[src/rtl/arc4_ctrl.sv]
// arc4_ctrl: top-level sequencer for the ARC4 decryption datapath.
//
// Accepts a start request with a key. Then it runs the init, ksa and prga
// engines one after another, each through an en/rdy handshake. While an
// engine's phase is active, that engine owns the write/address port of the
// single-port S memory. The block also counts the cycles of each run for
// bring-up.
//
// Ports:
//   clk, rst              clock (rising edge), synchronous active-high reset
//   en / rdy              start request / idle and able to accept en
//   key / key_q           key input / key latched when en is accepted
//   init_en/ksa_en/prga_en      one-cycle engine start pulses
//   init_rdy/ksa_rdy/prga_rdy   engine ready inputs
//   *_addr/*_wrdata/*_wren      per-engine S memory write port requests
//   s_addr/s_wrdata/s_wren      granted S memory write port
//   phase                 0 idle, 1 init, 2 ksa, 3 prga
//   cycles                cycles of the last or current run, saturating
module arc4_ctrl #(
  parameter int ADDR_W = 8,
  parameter int DATA_W = 8,
  parameter int KEY_W  = 24,
  parameter int CNT_W  = 16
) (
  input  logic              clk,
  input  logic              rst,
  input  logic              en,
  output logic              rdy,
  input  logic [KEY_W-1:0]  key,
  output logic [KEY_W-1:0]  key_q,
  output logic              init_en,
  output logic              ksa_en,
  output logic              prga_en,
  input  logic              init_rdy,
  input  logic              ksa_rdy,
  input  logic              prga_rdy,
  input  logic [ADDR_W-1:0] init_addr,
  input  logic [ADDR_W-1:0] ksa_addr,
  input  logic [ADDR_W-1:0] prga_addr,
  input  logic [DATA_W-1:0] init_wrdata,
  input  logic [DATA_W-1:0] ksa_wrdata,
  input  logic [DATA_W-1:0] prga_wrdata,
  input  logic              init_wren,
  input  logic              ksa_wren,
  input  logic              prga_wren,
  output logic [ADDR_W-1:0] s_addr,
  output logic [DATA_W-1:0] s_wrdata,
  output logic              s_wren,
  output logic [1:0]        phase,
  output logic [CNT_W-1:0]  cycles
);

  typedef enum logic [2:0] {
    IDLE,
    START_INIT,
    WAIT_INIT,
    START_KSA,
    WAIT_KSA,
    START_PRGA,
    WAIT_PRGA
  } state_t;

  state_t state, state_nxt;

  // The cycle counter runs on every edge outside IDLE and saturates at its
  // maximum value. Accepting a new run clears it. It holds its value in IDLE
  // so that the latency of the last run stays readable.
  always_ff @(posedge clk) begin
    if (rst) begin
      state  <= IDLE;
      key_q  <= '0;
      cycles <= '0;
    end else begin
      state <= state_nxt;
      if (state == IDLE) begin
        if (en) begin
          key_q  <= key;
          cycles <= '0;
        end
      end else if (cycles != {CNT_W{1'b1}}) begin
        cycles <= cycles + CNT_W'(1);
      end
    end
  end

  // A START state fires its engine only once that engine reports ready. The
  // engine drops rdy on the edge that samples en, so WAIT sees rdy go low
  // first. WAIT then leaves on the first cycle rdy is high again. The start
  // pulses are masked while rst is high, so that no engine gets started on
  // the same edge that aborts the run.
  always_comb begin
    state_nxt = state;
    rdy       = 1'b0;
    init_en   = 1'b0;
    ksa_en    = 1'b0;
    prga_en   = 1'b0;
    phase     = 2'd0;
    case (state)
      IDLE: begin
        rdy = 1'b1;
        if (en) state_nxt = START_INIT;
      end
      START_INIT: begin
        phase = 2'd1;
        if (init_rdy) begin
          init_en   = 1'b1;
          state_nxt = WAIT_INIT;
        end
      end
      WAIT_INIT: begin
        phase = 2'd1;
        if (init_rdy) state_nxt = START_KSA;
      end
      START_KSA: begin
        phase = 2'd2;
        if (ksa_rdy) begin
          ksa_en    = 1'b1;
          state_nxt = WAIT_KSA;
        end
      end
      WAIT_KSA: begin
        phase = 2'd2;
        if (ksa_rdy) state_nxt = START_PRGA;
      end
      START_PRGA: begin
        phase = 2'd3;
        if (prga_rdy) begin
          prga_en   = 1'b1;
          state_nxt = WAIT_PRGA;
        end
      end
      WAIT_PRGA: begin
        phase = 2'd3;
        if (prga_rdy) state_nxt = IDLE;
      end
      default: state_nxt = IDLE;
    endcase
    if (rst) begin
      init_en = 1'b0;
      ksa_en  = 1'b0;
      prga_en = 1'b0;
    end
  end

  // The memory grant follows the phase of the current owner. In IDLE the
  // port is parked at zero, so that a stray engine write enable can never
  // reach the memory.
  always_comb begin
    s_addr   = '0;
    s_wrdata = '0;
    s_wren   = 1'b0;
    case (phase)
      2'd1: begin
        s_addr   = init_addr;
        s_wrdata = init_wrdata;
        s_wren   = init_wren;
      end
      2'd2: begin
        s_addr   = ksa_addr;
        s_wrdata = ksa_wrdata;
        s_wren   = ksa_wren;
      end
      2'd3: begin
        s_addr   = prga_addr;
        s_wrdata = prga_wrdata;
        s_wren   = prga_wren;
      end
      default: begin
        s_addr   = '0;
        s_wrdata = '0;
        s_wren   = 1'b0;
      end
    endcase
  end

endmodule

[config.mk]
export PLATFORM = sky130hd
export DESIGN_NAME = arc4_ctrl
export DESIGN_NICKNAME = d
export VERILOG_FILES = /design/src/rtl/arc4_ctrl.sv
export SDC_FILE = /design/constraint.sdc
export NUM_CORES = 1
export LEC_CHECK = 0
export CAP_MARGIN = 20
export CORE_ASPECT_RATIO = 0.9
export CORE_MARGIN = 1
export CORE_UTILIZATION = 38
export CTS_CLUSTER_DIAMETER = 120
export DETAILED_ROUTE_END_ITERATION = 12
export PLACE_DENSITY = 0.88
export SLEW_MARGIN = 10
export SYNTH_ARGS = -nofsm -noshare
export SYNTH_HDL_FRONTEND = slang
export SYNTH_SLANG_ARGS = --single-unit
[constraint.sdc]
create_clock -name clk -period 2.75 [get_ports clk]
set_input_delay 0.275 -clock clk [delete_from_list [all_inputs] [get_ports clk]]
set_output_delay 0.275 -clock clk [all_outputs]
set_load 0.1 [all_outputs]
; Yosys cells after proc, flatten, opt, wreduce, memory -nomap -nowiden
; Index checks and enable logic that the tools add are counted.
[totals]
register_bits = 43
out_inout_bits = 63
elab_cells = 54
[classes]
n_addsub = 1
n_eq_ne = 17
n_mux = 25
n_reduce_logical = 8
[ops]
columns = cell, count
row1 = $mux W16, 3
row2 = $pmux W8 S3, 2
row3 = $mux W3, 7
row4 = $pmux W3 S7, 1
row5 = $add A16 B1 Y16 const B, 1
row6 = $ne A16 B16 Y1 const B, 1
row7 = $ne A2 B2 Y1 const B, 7
row8 = $mux W1, 10
row9 = $eq A3 B3 Y1 const B, 3
row10 = $reduce_and A7 Y1, 1
row11 = $eq A3 B2 Y1 const B, 2
row12 = $pmux W2 S3, 1
row13 = $reduce_or A2 Y1, 3
row14 = $eq A2 B2 Y1 const B, 2
row15 = $reduce_and A2 Y1, 2
row16 = $eq A3 B1 Y1 const B, 1
row17 = $logic_not A3 Y1, 1
row18 = $pmux W1 S3, 1
row19 = $eq A2 B1 Y1 const B, 1
row20 = $reduce_bool A2 Y1, 1

; Depth between registers and ports, before layout
; Gate-level depths: netlist (run 1).
[logic_depth]
ltp_word = 5
mapped_depth = 9

; Worst setup path after synthesis (run 1)
; Ideal clock, no wire load.
[synth_timing]
path_kind = register -> output
startpoint = register state[2]
endpoint = output port s_addr[0]
arrival_ns = 3.160
required_time_ns = 2.475
setup_slack_ns = -0.685
path_stages_with_launch = 5
path_buffers = 2
path_cell_list = dfxtp_1 -> buf_2 -> buf_1 -> mux2i_1 -> o21ai_0
[synth_between]
elab_chain_len = 5
elab_cells_between_ends = 14
cone_classes = 9 x eq/ne / 2 x mux / 3 x reduce/logical
[synth_rtl]
columns = element, line_no
row1 = from (decl), 63  ; state_t state, state_nxt;
row2 = from (signal assigned), 74  ; state <= state_nxt;
row3 = "$eq A3 B3 Y1, or another cell as far along", 98  ; case (state)
row4 = $reduce_or A2 Y1 (no source line), -
row5 = $pmux W2 S3 (*), 98
row6 = $eq A2 B2 Y1 or $eq A2 B1 Y1 (tied branches), 152  ; case (phase)
row7 = $pmux W8 S3 (*), 152
row8 = to (decl), 46  ; output logic [ADDR_W-1:0] s_addr,
; Every way passes the cells marked *; elsewhere a longest branch is shown, timed or not.

; Worst setup path after layout (run 1)
[layout_timing]
startpoint = register state[0]
endpoint = output port s_wrdata[3]
[layout_between]
elab_chain_len = 5
elab_cells_between_ends = 14
cone_classes = 9 x eq/ne / 2 x mux / 3 x reduce/logical
[layout_rtl]
columns = element, line_no
row1 = "$eq A3 B3 Y1, or another cell as far along", 98
row2 = $reduce_or A2 Y1 (no source line), -
row3 = $pmux W2 S3 (*), 98
row4 = $eq A2 B2 Y1 or $eq A2 B1 Y1 (tied branches), 152
row5 = $pmux W8 S3 (*), 152
row6 = to (decl), 47  ; output logic [DATA_W-1:0] s_wrdata,
; Marked as above.

==> results of run 1 <==
[final cells by class]
type	count	area, um^2
Inverter	6	22.5
Timing Repair Buffer	151	1580
Clock buffer	5	68.8
Fill cell	496	2000
Sequential cell	43	861
Tap cell	72	90.1
Clock inverter	3	67.6
Multi-Input combinational cell	240	1390
[worst max path at each step]
stage | startpoint | to | slack, ns | depth (start not counted)
finish | state[0] | s_wrdata[3] | 0.29 | 5
global route | state[0] | s_wrdata[3] | 0.13 | 5
CTS | state[0] | s_wrdata[2] | 0.20 | 4
detailed placement | state[0] | s_wrdata[2] | 0.52 | 4
global placement | state[0] | s_wrdata[5] | 0.62 | 4
floorplan | cycles[1] | cycles[14] | 0.03 | 6
[sequential cells by signal, summed over array words and instances, names as in the netlist]
signal	cells
cycles	16
state	3
key_q	24
[Yosys cell counts (all sizes together), types with 3 or more instances]
library cell / count / area (um^2)
a21oi: 30 / 150
a311oi: 4 / 35.0
a31oi: 5 / 31.3
and4: 3 / 26.3
buf: 13 / 63.8
clkbuf: 13 / 48.8
dfxtp: 43 / 861
inv: 6 / 22.5
mux2: 4 / 45.0
mux2i: 18 / 180
nand2: 73 / 274
nand3: 13 / 65.1
nand4: 9 / 62.6
nor2: 11 / 43.8
nor2b: 3 / 18.8
nor3b: 3 / 22.5
nor4: 5 / 46.3
o211ai: 8 / 60.1
o21ai: 22 / 110
or3: 3 / 18.8
or4: 6 / 45.0
[metal layers]
metal | routed length, um | up-vias | track usage
met5 | 0 | - | 0
met4 | 209 | 0 | 0.110
li1 | - | 1385 | -
met2 | 4120 | 117 | 0.426
met1 | 3530 | 1285 | 0.318
met3 | 420 | 18 | 0.0484
[cell usage in the layout, fill, tap and decap left out, types with 5 or more instances in the layout]
cell,count
sky130_fd_sc_hd__clkdlybuf4s50_1,79
sky130_fd_sc_hd__or4_1,6
sky130_fd_sc_hd__buf_12,20
sky130_fd_sc_hd__a31oi_1,5
sky130_fd_sc_hd__nand3_1,13
sky130_fd_sc_hd__buf_4,51
sky130_fd_sc_hd__clkbuf_8,5
sky130_fd_sc_hd__inv_1,5
sky130_fd_sc_hd__nand2_1,73
sky130_fd_sc_hd__nand4_1,8
sky130_fd_sc_hd__mux2i_1,18
sky130_fd_sc_hd__a21oi_1,30
sky130_fd_sc_hd__o21ai_1,18
sky130_fd_sc_hd__dfxtp_1,43
sky130_fd_sc_hd__nor2_1,10
sky130_fd_sc_hd__o211ai_1,8
[per-stage QoR]
step / total power, W / util / std cells / instance area, um^2 / worst slack, ns
finish: 0.00474 / 0.671 / 520 / 4080 / 0.293
global route: 0.00489 / 0.671 / 520 / 4080 / 0.131
CTS: 0.00472 / 0.670 / 519 / 4080 / 0.202
detailed placement: 0.00413 / 0.648 / 511 / 3940 / 0.519
global placement: 0.00408 / 0.648 / 511 / 3940 / 0.616
floorplan: 0.00306 / - / 315 / 2390 / 0.0266
[worst max-delay path, delay by kind of cell, from the launching register on]
family	cells	cell delay, ns
simple gates	2	0.42
flops	1	0.51
compound gates	2	0.75
buf+inv	1	0.21
[cell families (layout without fill, tap and decap cells)]
logic type	Yosys count	count (layout)	share of synthesized area
XOR/XNOR	2	2	0.00733
multiplexers	22	22	0.0942
AO/OA/AOI/OAI	75	75	0.183
flip-flops	43	43	0.360
AND/OR/NAND/NOR	140	140	0.294
adder cells (fa/ha/maj)	1	1	0.00523
buffers and inverters	32	165	0.0565
[power breakdown]
part	internal, W	leakage [nW]	switching, W
clock	0.000362	0.0644	0.000229
combinational	0.000973	1.15	0.00238
sequential	0.000710	0.350	0.0000826
total	0.00205	1.56	0.00269
==> report_table.html, run 1 <==
<table>
<tr><th>Metric</th><th>Value</th></tr>
<tr><th colspan="2">Critical path</th></tr>
<tr><td>Chain of cells forming the critical path</td><td>nor2b_1 -&gt; a22o_1 -&gt; nand2_1 -&gt; o21ai_1 -&gt; buf_12</td></tr>
<tr><td>Highest-delay cell along the critical path</td><td>sky130_fd_sc_hd__a22o_1</td></tr>
<tr><td>Required time at the endpoint of the critical path</td><td>approximately 2.5 ns</td></tr>
<tr><td>Endpoint of the worst register-to-register path</td><td>cycles[14]</td></tr>
<tr><td>Worst endpoint data arrival time</td><td>approximately 2.2 ns</td></tr>
<tr><td>Crit Path Category</td><td>flip-flop to output port</td></tr>
<tr><td>Register-to-Register Setup Slack</td><td>0.53 ns</td></tr>
<tr><td>Reg-to-reg startpoint</td><td>cycles[0]</td></tr>
<tr><td>Setup crit end kind</td><td>output port</td></tr>
<tr><td>Sort of element at the start of the critical path</td><td>flip-flop</td></tr>
<tr><td>Number of cells on the worst reg-to-reg path</td><td>5</td></tr>
<tr><td>Delay of the slowest cell on the worst path</td><td>0.57 ns</td></tr>
<tr><td>Crit-path max FO</td><td>17</td></tr>
<tr><th colspan="2">Detailed routing</th></tr>
<tr><td>DRT iter0 DRCs</td><td>between 150 and 200</td></tr>
<tr><td>DR vias</td><td>between 2k and 3k</td></tr>
<tr><td>Antenna viol nets, final</td><td>0</td></tr>
<tr><td>Final routed DRC violation total</td><td>0</td></tr>
<tr><td>Total routed wirelength</td><td>between 8000 and 9000 um</td></tr>
<tr><td>Vias per cell</td><td>approximately 5.4</td></tr>
<tr><td>Per-cell routed wire length</td><td>approximately 16 um</td></tr>
<tr><td>DR pass1 iterations</td><td>5</td></tr>
<tr><th colspan="2">GRT</th></tr>
<tr><td>Total congestion overflow after global routing</td><td>0</td></tr>
<tr><td>Via count of the first global-routing pass</td><td>~2.8k</td></tr>
<tr><td>Number of antenna violations at the first check in global routing</td><td>0</td></tr>
<tr><td>Combined global-route utilization of all metal layers</td><td>0.255</td></tr>
<tr><td>Global-route wire length before repair</td><td>around 13000 um</td></tr>
<tr><td>Pin count of the biggest net entering global routing</td><td>32</td></tr>
<tr><th colspan="2">Timing</th></tr>
<tr><td>Hold slack</td><td>around 0.46 ns</td></tr>
<tr><td>Post-route fraction of the period consumed by the critical path</td><td>0.893</td></tr>
<tr><td>Final worst path period need</td><td>between 2 and 2.5 ns</td></tr>
<tr><td>Endpoints failing hold</td><td>0</td></tr>
<tr><td>Total setup violations reported at the end of the flow</td><td>0</td></tr>
<tr><td>Total negative slack</td><td>0 ns</td></tr>
<tr><td>Worst slew slack as a fraction of its limit</td><td>0.601</td></tr>
<tr><td>FMAX</td><td>between 0.4 and 0.5 GHz</td></tr>
<tr><td>Worst-case clock skew</td><td>0.00557 ns</td></tr>
<tr><td>Unrepaired setup endpoints after global routing</td><td>false</td></tr>
<tr><td>Number of max-slew violations in the final report</td><td>0</td></tr>
<tr><td>Transition time of the tightest slew-check pin</td><td>between 0.5 and 0.6 ns</td></tr>
<tr><th colspan="2">Yosys</th></tr>
<tr><td>Area of the mapped netlist</td><td>between 2000 and 2500 um^2</td></tr>
<tr><td>Mean instance size in the synthesized netlist</td><td>about 7.6 um^2</td></tr>
<tr><td>Net Count, Synth</td><td>between 300 and 400</td></tr>
<tr><td>Number of enable flip-flop cells after synthesis</td><td>0</td></tr>
<tr><td>Most common flop cell mapped by yosys</td><td>sky130_fd_sc_hd__dfxtp_1</td></tr>
<tr><td>Sequential cell area fraction in the yosys report</td><td>0.360</td></tr>
<tr><td>Synth Instances</td><td>315</td></tr>
<tr><td>Async S/R FF share, synth</td><td>0</td></tr>
<tr><td>Yosys reg bits</td><td>43</td></tr>
<tr><td>Number of warnings printed during yosys synthesis</td><td>0</td></tr>
<tr><td>Unique cell type count in the Yosys netlist</td><td>43</td></tr>
<tr><th colspan="2">Clock network</th></tr>
<tr><td>Bufs on Longest Clock Path</td><td>2</td></tr>
<tr><td>Level count of the clock H-tree</td><td>2</td></tr>
<tr><td>Hold_buf cts</td><td>0</td></tr>
<tr><td>TritonCTS sink count</td><td>between 40 and 50</td></tr>
<tr><td>Insertion delay of the later-clocked pin in the worst-skew pair</td><td>0.30 ns</td></tr>
<tr><td>Clock transition at the registers of the reported paths</td><td>about 0.090 ns</td></tr>
<tr><td>Cells resized by post-CTS repair</td><td>0</td></tr>
<tr><td>Count of buffers added by post-CTS timing repair for setup</td><td>0</td></tr>
<tr><td>TritonCTS Buffers</td><td>5</td></tr>
<tr><td>CTS root buffer</td><td>sky130_fd_sc_hd__clkbuf_8</td></tr>
<tr><td>CTS tree</td><td>built</td></tr>
<tr><th colspan="2">Final layout</th></tr>
<tr><td>Share of layout cells above drive strength 1</td><td>0.201</td></tr>
<tr><td>Number of antenna repair diodes</td><td>0</td></tr>
<tr><td>Layout overhead on the synthesized area</td><td>70.8%</td></tr>
<tr><td>Total Nets Final</td><td>approximately 530</td></tr>
<tr><th colspan="2">Status</th></tr>
<tr><td>Run status</td><td>completed</td></tr>
<tr><th colspan="2">Power</th></tr>
<tr><td>Total power divided by cell area</td><td>1160 nW/um^2</td></tr>
<tr><td>Peak ir drop on the vdd network</td><td>1430 uV</td></tr>
<tr><td>Leakage dissipation</td><td>between 1.5 and 2 nW</td></tr>
<tr><th colspan="2">Die</th></tr>
<tr><td>Effective utilization at floorplan</td><td>0.393</td></tr>
<tr><td>Row count</td><td>27</td></tr>
<tr><td>Die height</td><td>just under 80 um</td></tr>
<tr><td>Area of the core</td><td>about 6100 um^2</td></tr>
<tr><td>Floorplan die area</td><td>between 6000 and 7000 um^2</td></tr>
<tr><td>Width of the chip</td><td>~86 um</td></tr>
<tr><td>I/O Pins</td><td>between 100 and 150</td></tr>
<tr><th colspan="2">Flow run</th></tr>
<tr><td>Max-cap check violation count</td><td>0</td></tr>
<tr><th colspan="2">Min path</th></tr>
<tr><td>HP Start</td><td>key_q[17]</td></tr>
<tr><td>Hold WC Path Type</td><td>flip-flop to flip-flop</td></tr>
<tr><td>Hold-critical path depth</td><td>2</td></tr>
<tr><td>Worst Hold Endpoint</td><td>key_q[17]</td></tr>
<tr><th colspan="2">Placement</th></tr>
<tr><td>Total of buffers placed on input and output ports</td><td>between 100 and 150</td></tr>
<tr><td>Final GP Congestion</td><td>between 0.9 and 1</td></tr>
<tr><td>HPWL reported at the end of detailed placement</td><td>between 6000 and 7000 um</td></tr>
</table>
Note: power is estimated with default switching activity, not from simulation.
==> inputs of run 2 (changes only) <==
Settings changed: HOLD_SLACK_MARGIN set to 0.05, MAX_ROUTING_LAYER set to met4.
==> report_table.html, run 2 (synthesis results as in run 1) <==
<table>
<tr><th>Metric</th><th>Value</th></tr>
<tr><th colspan="2">Clock network</th></tr>
<tr><td>CTS tree</td><td>built</td></tr>
<tr><td>CTS root buffer</td><td>sky130_fd_sc_hd__clkbuf_8</td></tr>
<tr><td>TritonCTS Buffers</td><td>5</td></tr>
<tr><td>Level count of the clock H-tree</td><td>2</td></tr>
<tr><td>Count of buffers added by post-CTS timing repair for setup</td><td>0</td></tr>
<tr><td>Insertion delay of the later-clocked pin in the worst-skew pair</td><td>roughly 0.30 ns</td></tr>
<tr><td>Cells resized by post-CTS repair</td><td>0</td></tr>
<tr><td>TritonCTS sink count</td><td>43</td></tr>
<tr><td>Hold_buf cts</td><td>0</td></tr>
<tr><td>Bufs on Longest Clock Path</td><td>2</td></tr>
<tr><td>Clock transition at the registers of the reported paths</td><td>0.08 ns</td></tr>
<tr><th colspan="2">Min path</th></tr>
<tr><td>Hold WC Path Type</td><td>input port to flip-flop</td></tr>
<tr><th colspan="2">Critical path</th></tr>
<tr><td>Worst endpoint data arrival time</td><td>between 2 and 2.5 ns</td></tr>
<tr><td>Sort of element at the start of the critical path</td><td>flip-flop</td></tr>
<tr><td>Required time at the endpoint of the critical path</td><td>2.48 ns</td></tr>
<tr><td>Setup crit end kind</td><td>output port</td></tr>
<tr><td>Crit Path Category</td><td>flip-flop to output port</td></tr>
<tr><td>Crit-path max FO</td><td>13</td></tr>
<tr><th colspan="2">Final layout</th></tr>
<tr><td>Post-Layout Inst Area</td><td>around 4100 um^2</td></tr>
<tr><td>Number of flip-flops in the largest register</td><td>24</td></tr>
<tr><td>Biggest regs</td><td>key_q (24), cycles (16), state (3)</td></tr>
<tr><td>Register ranked first by flip-flop count</td><td>key_q</td></tr>
<tr><td>Number of antenna repair diodes</td><td>0</td></tr>
<tr><td>Commonest non-fill, non-tap cell in the layout</td><td>sky130_fd_sc_hd__clkdlybuf4s50_1</td></tr>
<tr><td>Share of layout cells above drive strength 1</td><td>0.201</td></tr>
<tr><td>Layout overhead on the synthesized area</td><td>69.9%</td></tr>
<tr><td>Most frequent cells in the layout</td><td>sky130_fd_sc_hd__clkdlybuf4s50_1, sky130_fd_sc_hd__nand2_1, sky130_fd_sc_hd__buf_4, sky130_fd_sc_hd__dfxtp_1, sky130_fd_sc_hd__a21oi_1</td></tr>
<tr><td>Total Nets Final</td><td>between 500 and 600</td></tr>
<tr><td>Filler Cells Inserted</td><td>a little over 500</td></tr>
<tr><td>Flip-flop and latch area</td><td>861 um^2</td></tr>
<tr><td>Finished Layout Cells</td><td>520</td></tr>
<tr><td>Area used by multi-input combinational logic</td><td>1390 um^2</td></tr>
<tr><th colspan="2">Timing</th></tr>
<tr><td>Post-route fraction of the period consumed by the critical path</td><td>0.911</td></tr>
<tr><td>Worst-case clock skew</td><td>0.00605 ns</td></tr>
<tr><td>Endpoints failing hold</td><td>0</td></tr>
<tr><td>Post-layout worst setup margin</td><td>around 0.24 ns</td></tr>
<tr><td>Worst slew slack as a fraction of its limit</td><td>0.385</td></tr>
<tr><td>Total negative slack</td><td>0 ns</td></tr>
<tr><td>Transition time of the tightest slew-check pin</td><td>approximately 0.92 ns</td></tr>
<tr><td>FMAX</td><td>0.399 GHz</td></tr>
<tr><td>Total setup violations reported at the end of the flow</td><td>0</td></tr>
<tr><td>Final worst path period need</td><td>2.51 ns</td></tr>
<tr><td>Unrepaired setup endpoints after global routing</td><td>false</td></tr>
<tr><td>Number of max-slew violations in the final report</td><td>0</td></tr>
<tr><td>Hold slack</td><td>about 0.46 ns</td></tr>
<tr><th colspan="2">Power</th></tr>
<tr><td>Total power divided by cell area</td><td>between 1000 and 1500 nW/um^2</td></tr>
<tr><td>Clk network pwr share</td><td>0.111</td></tr>
<tr><td>NetSw</td><td>~0.0027 W</td></tr>
<tr><td>Share of power burned in registers</td><td>0.172</td></tr>
<tr><td>Peak ir drop on the vdd network</td><td>1070 uV</td></tr>
<tr><td>Fraction of power spent switching nets</td><td>0.578</td></tr>
<tr><td>Internal Dissipation</td><td>approximately 0.0019 W</td></tr>
<tr><td>Combinational group share of total power</td><td>0.717</td></tr>
<tr><td>Leakage dissipation</td><td>1.55 nW</td></tr>
<tr><th colspan="2">Flow run</th></tr>
<tr><td>Max-cap check violation count</td><td>0</td></tr>
<tr><th colspan="2">Die</th></tr>
<tr><td>Row count</td><td>27</td></tr>
<tr><td>Effective utilization at floorplan</td><td>0.393</td></tr>
<tr><td>Floorplan die area</td><td>6610 um^2</td></tr>
<tr><td>I/O Pins</td><td>between 100 and 150</td></tr>
<tr><td>Width of the chip</td><td>85.6 um</td></tr>
<tr><td>Die height</td><td>77.2 um</td></tr>
<tr><td>Area of the core</td><td>around 6100 um^2</td></tr>
<tr><th colspan="2">Placement</th></tr>
<tr><td>Placed cell count</td><td>~510</td></tr>
<tr><td>Total cell area at the placement stage</td><td>~3900 um^2</td></tr>
<tr><td>HPWL reported at the end of detailed placement</td><td>6020 um</td></tr>
<tr><td>Post-place setup slack</td><td>between 0.6 and 0.7 ns</td></tr>
<tr><td>Total of buffers placed on input and output ports</td><td>between 100 and 150</td></tr>
<tr><td>Final GP Congestion</td><td>between 0.9 and 1</td></tr>
<tr><th colspan="2">Detailed routing</th></tr>
<tr><td>DR vias</td><td>roughly 2.7k</td></tr>
<tr><td>Per-cell routed wire length</td><td>roughly 15 um</td></tr>
<tr><td>Antenna viol nets, final</td><td>0</td></tr>
<tr><td>Total routed wirelength</td><td>roughly 8000 um</td></tr>
<tr><td>Final routed DRC violation total</td><td>0</td></tr>
<tr><td>Vias per cell</td><td>5.28</td></tr>
<tr><td>DRT iter0 DRCs</td><td>144</td></tr>
<tr><td>DR pass1 iterations</td><td>5</td></tr>
<tr><th colspan="2">GRT</th></tr>
<tr><td>Pin count of the biggest net entering global routing</td><td>31</td></tr>
<tr><td>Total congestion overflow after global routing</td><td>0</td></tr>
<tr><td>Number of antenna violations at the first check in global routing</td><td>0</td></tr>
<tr><td>Combined global-route utilization of all metal layers</td><td>0.246</td></tr>
<tr><td>Global-route wire length before repair</td><td>roughly 13000 um</td></tr>
<tr><td>Via count of the first global-routing pass</td><td>roughly 2.5k</td></tr>
<tr><th colspan="2">Status</th></tr>
<tr><td>Run status</td><td>completed</td></tr>
</table>
## run 2: cell count changes in the layout (fill, tap and decap cells not counted)
cell / change
sky130_fd_sc_hd__bufinv_16: -1
sky130_fd_sc_hd__inv_6: +1
## run 2: layer usage
layer,global-route usage,part of all wire,up-vias
met1,0.312,0.43,1227
met3,0.0398,0.053,19
met4,0.0667,0.019,0
met5,-,0,-
li1,-,-,1397
met2,0.406,0.50,103
## run 2: final cells by class
class / count / share of cell area
Inverter: 6 / 0.00555
Multi-Input combinational cell: 240 / 0.343
Timing Repair Buffer: 151 / 0.389
Tap cell: 72 / 0.0222
Sequential cell: 43 / 0.212
Clock buffer: 5 / 0.0169
Clock inverter: 3 / 0.0114
## run 2: worst paths after layout
check             cells past startpoint      start  slack, ns          end
hold reg to reg                       2  key_q[15]       0.46    key_q[15]
setup / recovery                      6   state[0]       0.24  s_wrdata[2]
hold / removal                        2        rst       0.46     state[2]
setup reg to reg                      5  cycles[0]       0.62   cycles[14]
## run 2: worst max-delay path, cell delays in order, from the launching register on
cell	delay [ns]
sky130_fd_sc_hd__dfxtp_1	0.52
sky130_fd_sc_hd__nor2b_1	0.26
sky130_fd_sc_hd__a22o_1	0.49
sky130_fd_sc_hd__buf_4	0.22
sky130_fd_sc_hd__nand2_1	0.06
sky130_fd_sc_hd__o21ai_1	0.16
sky130_fd_sc_hd__buf_12	0.22
## run 2: power by group through the flow
stage               clock (W)  sequential [W]  combinational (W)
finish               0.000510        0.000793            0.00331
global route         0.000551        0.000808            0.00342
CTS                  0.000518        0.000792            0.00331
detailed placement          0        0.000805            0.00331
global placement            0        0.000796            0.00329
floorplan                   0         0.00130            0.00176
## run 2: metrics by stage
stage,total power [W],util
2_1_floorplan,0.00306,-
3_3_place_gp,0.00408,0.649
5_1_grt,0.00478,0.668
6_report,0.00461,0.668
3_5_place_dp,0.00411,0.649
4_1_cts,0.00462,0.668
